==> src/rtl/pipe_ctrl.sv <==
// Five-stage pipeline controller: stall/flush/advance strobes, memory-wait and halt FSM, stall counter.
// Define PIPE_CTRL_FWD_EN to enable MEM/WB forwarding (only load-use then stalls).
module pipe_ctrl #(
    parameter int SCNT_W = 16
) (
    input  logic              clk,
    input  logic              rst,
    input  logic              id_valid,
    input  logic              id_uses_rs1,
    input  logic              id_uses_rs2,
    input  logic              id_rd_wr,
    input  logic              id_is_load,
    input  logic [4:0]        id_rs1,
    input  logic [4:0]        id_rs2,
    input  logic [4:0]        id_rd,
    input  logic              branch_taken_e,
    input  logic              mem_req_m,
    input  logic              mem_ack,
    input  logic              halt_req,
    input  logic              resume,
    output logic              if_adv,
    output logic              id_adv,
    output logic              ex_adv,
    output logic              mem_adv,
    output logic              wb_adv,
    output logic              id_ex_bubble,
    output logic              flush_if_id,
    output logic              inc_pc,
    output logic              branch_en,
    output logic              halted,
    output logic [1:0]        fwd_a_sel,
    output logic [1:0]        fwd_b_sel,
    output logic [SCNT_W-1:0] stall_cnt
);

    typedef enum logic [1:0] {RUN, MEM_WAIT, DRAIN, HALTED} state_t;

    typedef struct packed {
        logic       valid;
        logic [4:0] rd;
        logic       rd_wr;
        logic       is_load;
        logic [4:0] rs1;
        logic [4:0] rs2;
    } slot_t;

    state_t state;
    slot_t  sl_ex, sl_mem, sl_wb;
    logic   halt_pend;
    logic   mem_stall, branch, hazard, hz1, hz2;
    logic [1:0] fwd_a, fwd_b;
    logic   unused_slot_bits;

    function automatic logic dep(input slot_t s, input logic [4:0] r);
        return s.valid && s.rd_wr && (r != 5'd0) && (s.rd == r);
    endfunction

`ifdef PIPE_CTRL_FWD_EN
    function automatic logic [1:0] fwd_pick(input logic [4:0] r, input slot_t m, input slot_t w);
        return dep(m, r) ? 2'd1 : (dep(w, r) ? 2'd2 : 2'd0);
    endfunction

    // Only a load still in EX cannot be bypassed.
    assign hz1   = sl_ex.is_load && dep(sl_ex, id_rs1);
    assign hz2   = sl_ex.is_load && dep(sl_ex, id_rs2);
    assign fwd_a = sl_ex.valid ? fwd_pick(sl_ex.rs1, sl_mem, sl_wb) : 2'd0;
    assign fwd_b = sl_ex.valid ? fwd_pick(sl_ex.rs2, sl_mem, sl_wb) : 2'd0;
`else
    assign hz1   = dep(sl_ex, id_rs1) || dep(sl_mem, id_rs1) || dep(sl_wb, id_rs1);
    assign hz2   = dep(sl_ex, id_rs2) || dep(sl_mem, id_rs2) || dep(sl_wb, id_rs2);
    assign fwd_a = 2'd0;
    assign fwd_b = 2'd0;
`endif

    // Some slot fields are only consumed in one build configuration.
    assign unused_slot_bits = ^{sl_ex, sl_mem, sl_wb};

    assign hazard = id_valid && ((id_uses_rs1 && hz1) || (id_uses_rs2 && hz2));
    assign branch = sl_ex.valid && branch_taken_e;
    assign mem_stall = (state == MEM_WAIT) ? !mem_ack
                     : ((state == RUN || state == DRAIN) && sl_mem.valid && mem_req_m && !mem_ack);

    always_comb begin
        if_adv       = 1'b0;
        id_adv       = 1'b0;
        ex_adv       = 1'b0;
        mem_adv      = 1'b0;
        wb_adv       = 1'b0;
        id_ex_bubble = 1'b0;
        flush_if_id  = 1'b0;
        inc_pc       = 1'b0;
        branch_en    = 1'b0;
        halted       = 1'b0;
        fwd_a_sel    = 2'd0;
        fwd_b_sel    = 2'd0;
        case (state)
            RUN, MEM_WAIT: begin
                if (!mem_stall) begin
                    {if_adv, id_adv, ex_adv, mem_adv, wb_adv} = 5'b11111;
                    if (branch) begin
                        branch_en    = 1'b1;
                        flush_if_id  = 1'b1;
                        id_ex_bubble = 1'b1;
                    end else if (hazard) begin
                        if_adv       = 1'b0;
                        id_adv       = 1'b0;
                        id_ex_bubble = 1'b1;
                    end else begin
                        inc_pc = 1'b1;
                    end
                end
            end
            DRAIN: begin
                if (!mem_stall) begin
                    {ex_adv, mem_adv, wb_adv} = 3'b111;
                    id_ex_bubble = 1'b1;
                end
            end
            default: halted = 1'b1;
        endcase
        if (state != HALTED) begin
            fwd_a_sel = fwd_a;
            fwd_b_sel = fwd_b;
        end
        if (!rst) begin
            {if_adv, id_adv, ex_adv, mem_adv, wb_adv} = 5'b00000;
            {id_ex_bubble, flush_if_id, inc_pc, branch_en, halted} = 5'b00000;
            fwd_a_sel = 2'd0;
            fwd_b_sel = 2'd0;
        end
    end

    always_ff @(posedge clk or negedge rst) begin
        if (!rst) begin
            state     <= RUN;
            halt_pend <= 1'b0;
            sl_ex     <= '0;
            sl_mem    <= '0;
            sl_wb     <= '0;
            stall_cnt <= '0;
        end else begin
            if (mem_adv) begin
                sl_wb  <= sl_mem;
                sl_mem <= sl_ex;
            end
            if (id_ex_bubble)
                sl_ex.valid <= 1'b0;
            else if (ex_adv)
                sl_ex <= '{valid: id_valid, rd: id_rd, rd_wr: id_rd_wr, is_load: id_is_load,
                           rs1: id_rs1, rs2: id_rs2};

            if (state != HALTED && (!id_adv || id_ex_bubble) && stall_cnt != {SCNT_W{1'b1}})
                stall_cnt <= stall_cnt + {{(SCNT_W-1){1'b0}}, 1'b1};

            case (state)
                RUN: begin
                    if (mem_stall) begin
                        state <= MEM_WAIT;
                        if (halt_req) halt_pend <= 1'b1;
                    end else if (halt_req || halt_pend) begin
                        state     <= DRAIN;
                        halt_pend <= 1'b0;
                    end
                end
                MEM_WAIT: begin
                    if (halt_req) halt_pend <= 1'b1;
                    if (mem_ack) state <= RUN;
                end
                // The shift this cycle empties the pipe once EX and MEM are both invalid.
                DRAIN: if (!mem_stall && !sl_ex.valid && !sl_mem.valid) state <= HALTED;
                default: if (resume) state <= RUN;
            endcase
        end
    end

endmodule

==> config.mk <==
export PLATFORM = sky130hd
export DESIGN_NAME = pipe_ctrl
export DESIGN_NICKNAME = d
export VERILOG_FILES = /design/src/rtl/pipe_ctrl.sv
export SDC_FILE = /design/constraint.sdc
export NUM_CORES = 1
export LEC_CHECK = 0
export BUFFER_PORTS_ARGS = -buffer_cell sky130_fd_sc_hd__buf_2
export CAP_MARGIN = 20
export CORE_ASPECT_RATIO = 1.25
export CORE_MARGIN = 3
export CORE_UTILIZATION = 40
export DETAILED_ROUTE_END_ITERATION = 8
export SETUP_SLACK_MARGIN = 0.4
export SYNTH_ARGS = -nofsm -noshare
export SYNTH_HDL_FRONTEND = slang
export SYNTH_SLANG_ARGS = --single-unit
==> constraint.sdc <==
create_clock -name clk -period 3.3 [get_ports clk]
set_clock_uncertainty 0.05 [all_clocks]
set_input_delay 0.165 -clock clk [delete_from_list [all_inputs] [get_ports clk]]
set_output_delay 0.165 -clock clk [all_outputs]
set_load 0.05 [all_outputs]
**Word-level counts from Yosys, hierarchy flattened**

Cells that the tools add are included.

- Add/subtract/negate cells: 1
- Equality and inequality tests: 13
- Mux-type cells: 36
- Bitwise gates (word level): 1
- Reductions and logical operators: 50

Operator list:

| operator | count |
|---|---|
| $eq A5 B5 Y1 | 6 |
| $mux W1 | 27 |
| $logic_and A1 B1 Y1 | 26 |
| $mux W18 | 1 |
| $add A16 B1 Y16 const B | 1 |
| $ne A16 B16 Y1 const B | 1 |
| $mux W2 | 5 |
| $reduce_bool A5 Y1 | 2 |
| $logic_or A1 B1 Y1 | 8 |
| $pmux W2 S3 | 1 |
| $logic_not A1 Y1 | 5 |
| $ne A2 B2 Y1 const B | 2 |
| $pmux W1 S2 | 2 |
| $reduce_and A2 Y1 | 2 |
| $reduce_and A4 Y1 | 1 |
| $reduce_bool A2 Y1 | 2 |
| $reduce_bool A4 Y1 | 1 |
| $ne A3 B2 Y1 const B | 1 |
| $reduce_or A3 Y1 | 1 |
| $eq A2 B1 Y1 const B | 1 |
| $eq A2 B2 Y1 const B | 1 |
| $logic_not A2 Y1 | 1 |
| $ne A2 B1 Y1 const B | 1 |
| $reduce_or A2 Y1 | 1 |
| $not A1 Y1 | 1 |

- Register bits: 51
- Input port bits: 27
- Output and inout bits: 30

**Depth between registers and ports, before layout**

- Depth in word-level cells: 17
- Depth in mapped cells: 9
- Mapped depth without buffers: 8

**Worst setup path before layout**

No wires, ideal clock.

- Path type: register to register
- From: register stall_cnt[5]
- To: register stall_cnt[3]
- Library setup time: 146 ps
- Arrival time: 2263 ps
- Setup slack: 841 ps
- Stages on the path, launching flop included: 9
- Path buffers: 1
- Path through: dfrtp_1 > nand3_1 > nor2_1 > and2_1 > nand4_1 > o31ai_1 > buf_2 > nor3_1 > xor2_1

- Longest elaborated chain between the ends: 2

Ends and longest elaborated chain:

| element | RTL line | text |
|---|---|---|
| start: declaration | 33 | `output logic [SCNT_W-1:0] stall_cnt` |
| start signal: assignment | 153 | `stall_cnt <= stall_cnt + {{(SCNT_W-1){1'b0}}, 1'b1};` |
| $ne A16 B16 Y1 | 152 | `if (state != HALTED && (!id_adv \|\| id_ex_bubble) && stall_cnt != {SCNT_W{1'b1}})` |
| $logic_and A1 B1 Y1 | 152 |  |

Every way passes these cells.
A chain may end at the register's enable or synchronous reset.

**Worst setup path in the final report**

- From: register sl_ex[16] (netlist bit)
- To: output inc_pc

- Longest elaborated chain between the ends: 12

Ends and longest elaborated chain:

| element | RTL line | text |
|---|---|---|
| start: declaration | 48 | `slot_t sl_ex, sl_mem, sl_wb;` |
| start signal: assignment | 149 | `sl_ex <= '{valid: id_valid, rd: id_rd, rd_wr: id_rd_wr, is_load: id_is_load,` |
| $eq A5 B5 Y1 | 55 | `return s.valid && s.rd_wr && (r != 5'd0) && (s.rd == r);` |
| $logic_and A1 B1 Y1 | 55 |  |
| $logic_or A1 B1 Y1 (on tied branches) (2 in a row) | 69, 70 |  |
| $logic_and A1 B1 Y1 | 78 | `assign hazard = id_valid && ((id_uses_rs1 && hz1) \|\| (id_uses_rs2 && hz2));` |
| $logic_or A1 B1 Y1 (*) | 78 |  |
| $logic_and A1 B1 Y1 (*) | 78 |  |
| $mux W1 (*) | 104 | `end else if (hazard) begin` |
| $mux W1 (*) | 100 | `if (branch) begin` |
| $mux W1 (*) | 98 | `if (!mem_stall) begin` |
| $mux W1 (*) | 96 | `case (state)` |
| $mux W1 (*) | 125 | `if (!rst) begin` |
| end: declaration | 28 | `output logic inc_pc,` |

Every way passes the cells marked *; elsewhere a longest branch is shown, timed or not.

==> out/results.tsv <==
metric	value	unit
outcome	complete, no violations	
vias	1706	
Final setup viols	0	
slew at the pin with the worst max-slew slack	0.537	ns
clock slew at reported path FFs	0.08	ns
via/cell ratio	5.17	
placed inst area	2570	µm²
Worst Setup Start Kind	register	
post-synth cell types	37	
Leak Pwr	1.22	nW
area leader, netlist	dfrtp_1	
FFs w/ async S/R, synth	100	%
CTS Buf Count	5	
RSZ-0062 raised after global routing	false	
sequential fraction of the synthesis area	43.9	%
Hold Crit Depth	2	
delay-heaviest family, CP	simple AND/OR/NAND/NOR gates	
yosys warns	0	
Die W	73.5	µm
WL per Instance	14.6	µm
Critical Path AT	2.40	ns
syn_area_per_cell	10.8	µm²
vias in the first global route	1673	
TNS Setup	0	ns
I/O pin total	57	
CTS Buffer Depth	2	
ys flop type	dfrtp_1	
Std-Cell Rows	30	
Die Y	90.4	µm
max cap viols	0	
WP depth	8	
CTS H-tree depth	2	
Hold Vio Cnt, Final	0	
routability congestion estimate	0.863	
mapped cell area	2280	µm²
Final min period	2.62	ns
Layout area overhead	20.6	%
ant diodes	0	
Reg2Reg Depth	9	
required time of the critical path	3.08	ns
area of the core	5480	µm²
Crit Path Max Fanout	10	
Worst Hold Class	input pin to register	
top-count cell post-synth	dfrtp_1	
filler instances	510	
total routed wirelength	4.82	mm
grt ovf	0	
most frequent cells after synthesis	dfrtp_1 (40), xor2_1 (34), mux2_2 (20)	
Slew headroom	64.2	%
worst-skew pair later-pin latency	0.29	ns
initial antenna violation count	0	
Final Max Slew Viols	0	
nets@finish	293	
Synth Register Bits	40	
fin crit share	79.4	%
crit-path cells	xor2_1 -> nor4_1 -> nand4_1 -> and3_1 -> o22ai_4 -> nor3_4 -> buf_4 -> buf_2	
First-pass DRT Iterations	3	
P per Cell Area	1030	nW/µm²
hpwl dp	3.66	mm
Gate Count Post-Synth	212	
Tot GR Track Use	15.5	%
first-pass GRT wire length	8.09	mm
slowest CP cell	dfrtp_1	
worst vdd ir	0.616	mV
sum of buffers and inverters on the critical path	2	
1st-iter DRT viols	51	
initial core utilization	41.6	%
die area	6650	µm²
Antenna Nets Post-Route	0	
drt drc	0	
Max Freq	382	MHz
CTS tree	built	
Worst path max stage delay	0.43	ns
post-synth top area share	43.9	%
total clock sinks	40	
top cells by area, synth	dfrtp_1 (44%), xor2_1 (13%), mux2_2 (9.9%), xnor2_1 (3.8%), buf_4 (3.0%)	
Port Buffer Count	51	
Finished Cell Area	2750	µm²
crit path capture type	output port	
largest net degree at the start of global routing	43	
EDFF count, synth	0	
Root Driver	clkbuf_8	
Setup Crit Path Kind	register to output port	
share of cells above drive strength 1	34.6	%
registers in the layout (all words and copies together) (netlist names):
signal,cells
sl_wb,7
state,2
halt_pend,1
sl_mem,7
sl_ex,7
stall_cnt,16
layout make-up:
cell class	instances	area (µm²)	share of cell area, %
Clock buffer	5	68.8	2.50
Inverter	7	26.3	0.956
Sequential cell	40	1000	36.4
Timing Repair Buffer	57	303	11.0
Multi-Input combinational cell	154	1180	42.9
Tap cell	64	80.1	2.91
Clock inverter	3	90.1	3.28
path summary, 6_finish.rpt:
kind / from / end / slack, ns
setup / recovery: sl_ex[16] / inc_pc / 0.68
hold / removal: resume / state[1] / 0.02
setup reg to reg: sl_ex[16] / stall_cnt[1] / 0.72
hold reg to reg: stall_cnt[9] / stall_cnt[9] / 0.44
max in group asynchronous: rst / sl_mem[11] / 2.34
min in group asynchronous: rst / stall_cnt[2] / 0.48
where the power goes:
part	internal, W	switching (W)
Combinational	0.000477	0.000793
Sequential	0.000723	0.000289
Clock	0.000378	0.000177
worst register-to-register path, delay by kind of cell, from the launching register on:
family                 cells  cell delay, ns
multiplexers               1            0.34
buffers and inverters      1            0.19
flip-flops                 1            0.43
AND/OR/NAND/NOR            5            1.06
AO/OA/AOI/OAI              1            0.20
XOR/XNOR                   1            0.18
metrics by stage:
| stage | std cells | hold WS (ns) | power (W) | utilization, % | setup WS (ns) |
|---|---|---|---|---|---|
| 2_1_floorplan | 215 | -0.181 | 0.00199 | - | 0.841 |
| 3_3_place_gp | 321 | 0.309 | 0.00227 | 47.0 | 0.703 |
| 3_5_place_dp | 321 | 0.310 | 0.00230 | 47.0 | 0.675 |
| 4_1_cts | 330 | 0.00960 | 0.00286 | 50.0 | 0.470 |
| 5_1_grt | 330 | 0.00757 | 0.00302 | 50.2 | 0.530 |
| 6_report | 330 | 0.0169 | 0.00284 | 50.2 | 0.681 |
metal layers:
layer	global-route usage, %	wire [µm]
met1	19.7	2080
met5	0	0
met4	6.04	85
met3	3.34	172
met2	25.1	2480
repair_timing:
item,4_1_cts,5_1_grt
resized for setup,0,1
hold buffers,1,0
endpoints found under the hold margin,40,0
setup buffers,0,0
endpoints found under the setup margin,0,1
kinds of logic after synthesis:
kind of cell / count (synthesis) / synth area share, %
buffers and inverters: 21 / 5.10
xor gates and xnor gates: 44 / 16.9
AOI/OAI and AO/OA: 15 / 5.49
muxes: 22 / 10.9
DFF: 40 / 43.9
other: 1 / 0.164
adders and majority gates: 1 / 0.549
and+or+nand+nor: 68 / 17.0
placed cells by master, fill, tap and decap left out, types with 2 or more instances in the layout:
cell type	instances
buf_2	51
xnor2_1	10
xor2_1	34
nor4_2	2
nor2_1	9
conb_1	4
nand3_1	9
inv_1	7
or4_1	3
clkbuf_8	5
mux2_1	2
bufinv_16	3
o21ai_0	2
o211ai_2	2
dfrtp_1	40
nor3_1	8
nand2_1	13
mux2_2	20
nor4_1	6
buf_4	5
a21oi_1	4
and3_1	3
nand4_1	8
(Power assumes the default switching activity.)
